File: config.mk
export PLATFORM = sky130hd
export DESIGN_NAME = pipe_stage_reg
export DESIGN_NICKNAME = d
export VERILOG_FILES = /design/src/rtl/pipe_stage_reg_pkg.sv /design/src/rtl/pipe_skid_buf.sv /design/src/rtl/pipe_stage_reg.sv
export SDC_FILE = /design/constraint.sdc
export NUM_CORES = 1
export LEC_CHECK = 0
export CORE_MARGIN = 5
export CORE_UTILIZATION = 50
export CTS_BUF_LIST = sky130_fd_sc_hd__clkbuf_8
export DETAILED_ROUTE_END_ITERATION = 12
export PLACE_DENSITY = 0.79
export SETUP_SLACK_MARGIN = 0.3
export SYNTH_ARGS = -nofsm -noshare
export SYNTH_HDL_FRONTEND = slang
export SYNTH_HIERARCHICAL = 1
export SYNTH_SLANG_ARGS = --single-unit
File: constraint.sdc
create_clock -name clk -period 2.9 [get_ports clk]
set_input_delay 0.58 -clock clk [delete_from_list [all_inputs] [get_ports clk]]
set_output_delay 0.58 -clock clk [all_outputs]
set_load 0.03 [all_outputs]
File: src/rtl/pipe_stage_reg_pkg.sv
// Shared encodings for inter-stage pipeline registers: the NOP control pattern
// and the field offsets stages use to pack/unpack the payload bus.
package pipe_stage_reg_pkg;

    localparam int ALUOP_W    = 8;
    localparam int ALUSEL_W   = 3;
    localparam int REG_ADDR_W = 5;

    localparam logic [ALUOP_W-1:0]    EXE_NOP_OP    = 8'b0000_0000;
    localparam logic [ALUSEL_W-1:0]   EXE_RES_NOP   = 3'b000;
    localparam logic [REG_ADDR_W-1:0] NOP_REG_ADDR  = 5'b00000;
    localparam logic                  WRITE_DISABLE = 1'b0;

    // Control fields sit at the bottom of the payload, LSB first.
    localparam int ALUOP_LSB  = 0;
    localparam int ALUSEL_LSB = ALUOP_LSB + ALUOP_W;
    localparam int WD_LSB     = ALUSEL_LSB + ALUSEL_W;
    localparam int WREG_LSB   = WD_LSB + REG_ADDR_W;
    localparam int CTRL_W     = WREG_LSB + 1;

    localparam logic [CTRL_W-1:0] NOP_CTRL = {WRITE_DISABLE, NOP_REG_ADDR,
                                              EXE_RES_NOP, EXE_NOP_OP};

    typedef enum logic [1:0] {
        SKID_EMPTY = 2'd0,
        SKID_MAIN  = 2'd1,
        SKID_FULL  = 2'd2
    } skid_state_e;

endpackage

File: src/rtl/pipe_skid_buf.sv
// Two-entry FIFO core for a pipeline stage: main entry drives the outputs,
// skid entry absorbs one beat under backpressure; ready comes from a flop.
//
// state      | meaning
// SKID_EMPTY | no beat held, out valid low
// SKID_MAIN  | main entry holds a beat, skid entry empty
// SKID_FULL  | main and skid both hold beats, ready low
module pipe_skid_buf
    import pipe_stage_reg_pkg::*;
#(
    parameter int DATA_W = 64
) (
    input  logic              clk,
    input  logic              rst,
    input  logic              clear,
    input  logic              push,
    input  logic [DATA_W-1:0] push_data,
    input  logic              pop_ready,
    output logic              ready,
    output logic              valid,
    output logic [DATA_W-1:0] data
);

    skid_state_e       state;
    skid_state_e       state_nxt;
    logic [DATA_W-1:0] main_q;
    logic [DATA_W-1:0] skid_q;
    logic              ready_q;
    logic              pop;
    logic              main_load_in;
    logic              main_load_skid;
    logic              skid_load;

    assign valid = (state != SKID_EMPTY);
    assign pop   = valid & pop_ready;
    assign ready = ready_q;
    assign data  = main_q;

    always_ff @(posedge clk or negedge rst) begin
        if (!rst) begin
            state   <= SKID_EMPTY;
            ready_q <= 1'b1;
        end else begin
            state   <= state_nxt;
            ready_q <= (state_nxt != SKID_FULL);
        end
    end

    always_ff @(posedge clk or negedge rst) begin
        if (!rst) begin
            main_q <= '0;
            skid_q <= '0;
        end else begin
            if (main_load_in) begin
                main_q <= push_data;
            end else if (main_load_skid) begin
                main_q <= skid_q;
            end
            if (skid_load) begin
                skid_q <= push_data;
            end
        end
    end

    always_comb begin
        state_nxt      = state;
        main_load_in   = 1'b0;
        main_load_skid = 1'b0;
        skid_load      = 1'b0;
        if (clear) begin
            state_nxt = SKID_EMPTY;
        end else begin
            case (state)
                SKID_EMPTY: begin
                    if (push) begin
                        state_nxt    = SKID_MAIN;
                        main_load_in = 1'b1;
                    end
                end
                SKID_MAIN: begin
                    if (push && pop) begin
                        main_load_in = 1'b1;
                    end else if (push) begin
                        state_nxt = SKID_FULL;
                        skid_load = 1'b1;
                    end else if (pop) begin
                        state_nxt = SKID_EMPTY;
                    end
                end
                SKID_FULL: begin
                    // ready is low here, so no push can arrive alongside the pop
                    if (pop) begin
                        state_nxt      = SKID_MAIN;
                        main_load_skid = 1'b1;
                    end
                end
                default: begin
                    state_nxt = SKID_EMPTY;
                end
            endcase
        end
    end

endmodule

File: src/rtl/pipe_stage_reg.sv
// Inter-stage pipeline register with valid/ready handshake, optional skid
// entry, flush with post-flush drop of wrong-path beats, and a beat counter.
module pipe_stage_reg
    import pipe_stage_reg_pkg::*;
#(
    parameter int                DATA_W  = 64,
    parameter bit                SKID    = 1'b1,
    parameter int                DROP_W  = 2,
    parameter int                CNT_W   = 32,
    parameter logic [DATA_W-1:0] NOP_VAL = DATA_W'(NOP_CTRL)
) (
    input  logic              clk,
    input  logic              rst,
    input  logic              in_valid,
    output logic              in_ready,
    input  logic [DATA_W-1:0] in_data,
    output logic              out_valid,
    input  logic              out_ready,
    output logic [DATA_W-1:0] out_data,
    input  logic              flush,
    input  logic [DROP_W-1:0] flush_drop,
    output logic              drop_busy,
    output logic [CNT_W-1:0]  perf_cnt
);

    logic [DROP_W-1:0] drop_q;
    logic [CNT_W-1:0]  perf_q;
    logic              drop_active;
    logic              accept;
    logic              store;
    logic              deliver;
    logic              core_ready;
    logic              core_valid;
    logic [DATA_W-1:0] core_data;

    assign drop_active = (drop_q != '0);
    assign in_ready    = drop_active | core_ready;
    assign accept      = in_valid & in_ready;
    // wrong-path beats are taken off the wire but never stored
    assign store       = accept & ~drop_active & ~flush;
    assign out_valid   = core_valid;
    assign out_data    = core_valid ? core_data : NOP_VAL;
    assign deliver     = out_valid & out_ready;
    assign drop_busy   = drop_active;
    assign perf_cnt    = perf_q;

    generate
        if (SKID) begin : g_skid
            pipe_skid_buf #(
                .DATA_W (DATA_W)
            ) u_skid (
                .clk       (clk),
                .rst       (rst),
                .clear     (flush),
                .push      (store),
                .push_data (in_data),
                .pop_ready (out_ready),
                .ready     (core_ready),
                .valid     (core_valid),
                .data      (core_data)
            );
        end else begin : g_single
            logic              entry_v;
            logic [DATA_W-1:0] entry_d;

            assign core_ready = ~entry_v | out_ready;
            assign core_valid = entry_v;
            assign core_data  = entry_d;

            always_ff @(posedge clk or negedge rst) begin
                if (!rst) begin
                    entry_v <= 1'b0;
                    entry_d <= '0;
                end else if (flush) begin
                    entry_v <= 1'b0;
                end else if (store) begin
                    entry_v <= 1'b1;
                    entry_d <= in_data;
                end else if (out_ready) begin
                    entry_v <= 1'b0;
                end
            end
        end
    endgenerate

    // A flush reloads rather than adds, so a re-flush restarts the drop window.
    always_ff @(posedge clk or negedge rst) begin
        if (!rst) begin
            drop_q <= '0;
        end else if (flush) begin
            drop_q <= flush_drop;
        end else if (drop_active && in_valid) begin
            drop_q <= drop_q - DROP_W'(1);
        end
    end

    always_ff @(posedge clk or negedge rst) begin
        if (!rst) begin
            perf_q <= '0;
        end else if (deliver && !flush && !(&perf_q)) begin
            perf_q <= perf_q + CNT_W'(1);
        end
    end

endmodule
After elaboration in Yosys (flattened, before gate mapping)
Cells that the tools add are included. W data, S select, Z words.

Bits in writable memories: 0. Flip-flop bits (word level): 165. Bits in read-only memories: 0. Logic and storage cells: 52. Memories kept: 0. Input bits: 71. Latch bits: 0.

Add/subtract/negate cells: 2. Equality and inequality tests: 3. Reductions and logical operators: 12. $mul: 0. Bitwise logic cells: 7. Magnitude comparators: 0. Mux-type cells: 22. Shift operators: 0. Div/mod/pow operators: 0.

Operators by type and width (count): $mux W64 (3); $add A32 B1 Y32 const B (1); $reduce_and A32 Y1 (1); $mux W2 (8); $mux W1 (9); $reduce_bool A2 Y1 (4); $pmux W2 S3 (1); $and A1 B1 Y1 (4); $logic_and A1 B1 Y1 (4); $eq A2 B1 Y1 const B (1); $eq A2 B2 Y1 const B (1); $logic_not A1 Y1 (2); $logic_not A2 Y1 (1); $ne A2 B2 Y1 const B (1); $not A1 Y1 (2); $pmux W1 S2 (1); $sub A2 B1 Y2 const B (1); $or A1 B1 Y1 (1).

Longest topological paths before layout
Word-level depth: 10. Mapped depth: 10.

Modules after synthesis
Netlist, hierarchy kept.

By module, submodules not included: pipe_skid_buf (times used 1, cells an instance 362, seq. area each 3279.4 sq um, area each 5978.2 sq um); pipe_stage_reg (times used 1, cells an instance 224, seq. area each 850.8 sq um, area each 2068.2 sq um).

Worst setup path after synthesis
OpenSTA, ideal clock, no wires.

Path type: register to register. From: reg drop_q[0]. To: reg g_skid.u_skid.main_q[0], in the netlist g_skid.u_skid/data[0]. Stages on the path, launching flop included: 11. Library setup time: 0.125 ns. Clock period less this slack: 2.290 ns. Data required time: 2.775 ns. Data arrival time: 2.165 ns. Slack: 0.610 ns. Cells stage by stage: dfrtp_1 -> inv_1 -> ha_1 -> inv_1 -> nor3_1 -> nor2b_4 -> and2_4 -> o21ba_1 -> buf_6 -> buf_12 -> mux2_4.

Cells in the longest elaborated chain, start to end: 10. Elaborated cells between the ends (all ways): 13. Those cells by class: mux (5); bitwise (5); reduce/logical (3).

Ends and longest elaborated chain: start: declaration (RTL line pipe_stage_reg.sv:26) `logic [DROP_W-1:0] drop_q;`; start signal: assignment (RTL line pipe_stage_reg.sv:91) `drop_q <= flush_drop;`; start signal: assignment (RTL line pipe_stage_reg.sv:93) `drop_q <= drop_q - DROP_W'(1);`; $reduce_bool A2 Y1 (*) (RTL line pipe_stage_reg.sv:36) `assign drop_active = (drop_q != '0);`; named net drop_busy (RTL line pipe_stage_reg.sv:22) `output logic drop_busy,`; $or A1 B1 Y1 (RTL line pipe_stage_reg.sv:37) `assign in_ready = drop_active | core_ready;`; $and A1 B1 Y1 (RTL line pipe_stage_reg.sv:38) `assign accept = in_valid & in_ready;`; $and A1 B1 Y1 (*) (2 in a row) (RTL line pipe_stage_reg.sv:40) `assign store = accept & ~drop_active & ~flush;`; named net store (RTL line pipe_stage_reg.sv:30) `logic store;`; $logic_and A1 B1 Y1 (RTL line pipe_skid_buf.sv:81) `if (push && pop) begin`; $mux W1 (RTL line pipe_skid_buf.sv:81); $pmux W1 S2 (*) (RTL line pipe_skid_buf.sv:73) `case (state)`; $mux W1 (*) (RTL line pipe_skid_buf.sv:70) `if (clear) begin`; $mux W64 / $reduce_bool A2 Y1 (equally long branches); end signal: assignment (RTL line pipe_skid_buf.sv:55) `main_q <= push_data;`; end signal: assignment (RTL line pipe_skid_buf.sv:57) `main_q <= skid_q;`; end: declaration (RTL line pipe_skid_buf.sv:26) `logic [DATA_W-1:0] main_q;`.

The timed path passes the listed nets; every way through them passes the cells marked *. A chain may end at the register's enable or synchronous reset.

Final worst setup path
From: reg g_skid.u_skid.state[1]. To: out out_data[17].

Cells in the longest elaborated chain, start to end: 2.

Ends and longest elaborated chain: start: declaration (RTL line pipe_skid_buf.sv:24) `skid_state_e state;`; start signal: assignment (RTL line pipe_skid_buf.sv:44) `state <= state_nxt;`; $reduce_bool A2 Y1 (RTL line pipe_skid_buf.sv:34) `assign valid = (state != SKID_EMPTY);`; $mux W64 (RTL line pipe_stage_reg.sv:42) `assign out_data = core_valid ? core_data : NOP_VAL;`; end: declaration (RTL line pipe_stage_reg.sv:19) `output logic [DATA_W-1:0] out_data,`.

No other way between the ends.

==> qor.yml <==
synth:
  syn-cell-area_sq_um: 8050
  synthMuxAreaShare_pct: 29.3
  async_flop_share_pct: 100
  synth_seq_cells: 165
  syn_avg_cell_area_sq_um: 13.7
  synthSimpleGateAreaFrac_pct: 10.8
  synthAdderAreaFrac_pct: 0.311
  synth-compound-area-share_pct: 1.32
  synth.distinct_cells: 48
  synth_xor_area_share_pct: 3.48
  yosys_warnings: 6
  synth-edff-count: 0
  synth_top_family_by_area: "multiplexers"
  syn_inst: 586
  ys_seq_area_share_pct: 51.3
  synthFlopType: "dfrtp_1"
  syn_nets: 659
cells_and_area:
  stdcell_area_sq_um: 10400
  fillers: 1165
  drive_above_1_share_pct: 35.8
  post-route-util_pct: 65.5
  final_nets: 845
  diodes: 0
  syn_to_final_growth_pct: 28.8
critical_path:
  crit_path_max_fanout: 26
  setup.worst_path.start_class: "flop"
  cp.arrival_ns: 1.92
  reg2reg_from: "drop_q[0]$_DFFE_PN0P_"
  cp.required_ns: 2.32
  crit_start: "g_skid.u_skid/state[1]$_DFF_PN0_"
  endpoint_kind: "primary output"
  path_class: "reg -> out"
detailed_routing:
  viasPerCell: 5.19
  wire_per_inst_um: 18.3
  drc: 0
  drtIter0Drc: 174
  vias: 5197
  dr.pass1.iters: 4
  wirelength_mm: 18.3
  ant_nets: 0
placement:
  portBuffers: 169
  gp_congestion: 0.902
  place_area_sq_um: 10000
  dp_hpwl_mm: 13.1
  pre_cts_slack_ns: 0.0334
sta:
  period_minus_slack_ns: 2.50
  skew_ns: 0.00862
  hold_viol: 0
  setup_tns_ns: 0
  tightest_slew_ns: 0.659
  report.final.slew_viol_count: 0
  relSlewSlack_pct: 56.1
  final.period_utilization_pct: 86.3
  setup_viol: 0
  max_freq_ghz: 0.399
  fin_ws_ns: 0.396
  grt_setup_unrepaired: "true"
power_and_ir_drop:
  ir_drop_mv: 0.267
  power_density_nw_per_um2: 497
  p_leak_uw: 0.00508
clocking:
  cts_tree: "built"
  cts-root-buf: "clkbuf_8"
  htreeDepth: 4
  cts_hold_buf: 0
  clock_path_buffers: 2
  cts_made_buffers: 17
  tritoncts_num_sinks: 165
  insertion_delay_ns: 0.44
  clkTransAtPathRegs_ns: 0.09
die:
  die_area_sq_um: 18700
  coreArea_sq_um: 15800
  die_w_um: 137
  design.portCount: 170
  fp.dieH_um: 137
  start_util_pct: 50.8
  rows: 46
global_routing:
  antenna_found_initial: 0
  grt_pass1_wl_mm: 30.0
  grt_pass1_vias: 5793
  grt-ovfl-total: 0
  grt_max_degree: 72
  grt_usage_pct: 20.4
flow_run:
  cap_viol_max_count: 0
min_path:
  hold_class: "in -> async"
status:
  status: "finished clean"
-- logic make-up (layout without fill, tap and decap cells) --
| kind of cell | after synthesis | after routing |
|---|---|---|
| AOI/OAI and AO/OA | 15 | 15 |
| xor gates and xnor gates | 32 | 32 |
| adders and majority gates | 2 | 2 |
| buffers and inverters | 39 | 237 |
| DFF | 165 | 165 |
| muxes | 190 | 190 |
| and+or+nand+nor | 143 | 144 |
-- final cells by class --
cell class	instances	area, sq um	area share (%)
well taps	216	270	2.61
clock buffers	20	275	2.66
inverters	12	45.0	0.435
repair buffers	193	1860	17.9
multi-input cells	383	3650	35.3
flip-flops and latches	165	4130	39.9
clock inverters	12	129	1.24
-- final timing paths --
| kind | slack, ns | to | depth (start not counted) |
|---|---|---|---|
| min | 0.13 | g_skid.u_skid/skid_q[52]$_DFFE_PN0P_ | 1 |
| max | 0.40 | out_data[17] | 4 |
| min reg2reg | 0.51 | g_skid.u_skid/skid_q[55]$_DFFE_PN0P_ | 1 |
| min in group clk | 0.51 | g_skid.u_skid/skid_q[55]$_DFFE_PN0P_ | 1 |
| max reg2reg | 0.41 | g_skid.u_skid/data[44]$_DFFE_PN0P_ | 10 |
| max in group asynchronous | 1.94 | g_skid.u_skid/skid_q[8]$_DFFE_PN0P_ | 2 |
-- flip-flops by register name (all words and copies together) (netlist names) --
name / cells
g_skid.u_skid/data: 64
perf_cnt: 32
drop_q: 2
g_skid.u_skid/ready: 1
g_skid.u_skid/skid_q: 64
g_skid.u_skid/state: 2
-- cell usage after synthesis, types with 2 or more instances --
cell type  count  area, sq um
dfrtp_1      164         4100
mux2_2       131         1480
and2_1        65          407
mux2_4        58          871
xnor2_1       24          210
nand2_1       16         60.1
nand4_1       13         81.3
inv_1         12         45.0
nor2_1        11         41.3
nand3_1        9         45.0
xor2_1         8         70.1
buf_2          7         35.0
clkbuf_1       7         26.3
nor3_1         7         35.0
buf_12         6          120
buf_4          6         45.0
a21oi_1        3         15.0
and3_1         3         18.8
a22oi_1        2         15.0
and4_1         2         17.5
ha_1           2         25.0
nand4b_1       2         17.5
o21ai_0        2         10.0
o22ai_1        2         12.5
-- worst max-delay path: stages (launching register included) --
cell and delay [ns]:
dfrtp_2 0.46, or2_4 0.34, buf_12 0.18, and2_1 0.14, dlygate4sd2_1 0.35
-- metrics by stage --
stage | cells | hold slack (ns) | total power, uW
finish | 1001 | 0.131 | 5150
global route | 1001 | 0.163 | 5390
CTS | 998 | 0.128 | 5220
detailed placement | 965 | 0.487 | 3550
global placement | 965 | 0.483 | 3500
floorplan | 586 | 0.284 | 3190
-- placed cells by master (no fill, tap or decap), types with 14 or more instances in the layout --
| cell | count |
|---|---|
| mux2_2 | 131 |
| dlygate4sd2_1 | 45 |
| clkbuf_2 | 14 |
| nand2_1 | 16 |
| mux2_4 | 58 |
| xnor2_1 | 24 |
| buf_4 | 15 |
| dfrtp_1 | 162 |
| and2_1 | 65 |
| clkdlybuf4s50_1 | 103 |
| clkbuf_8 | 20 |
-- routing by layer --
metal  track usage (%)  wire length, um  up-vias
met4              8.15              455        0
met2              34.6             9280      121
li1                  -                -     2411
met3              4.38              764       35
met1              25.6             7790     2630
met5                 0                0        -
-- report_power, final --
group          leakage [uW]  total, uW  internal, uW  switching (uW)
Combinational       0.00264        836           496             340
Sequential          0.00225       2650          2520             133
Clock              0.000195       1660           831             829
Total               0.00508       5150          3850            1300
-- what timing repair did --
action,CTS,global route
resized for setup,84,25
pin swaps,1,1
setup endpoints to repair,65,39
setup buffers,0,3
gates cloned,1,0
No activity file was read; power rests on OpenSTA's default activity.
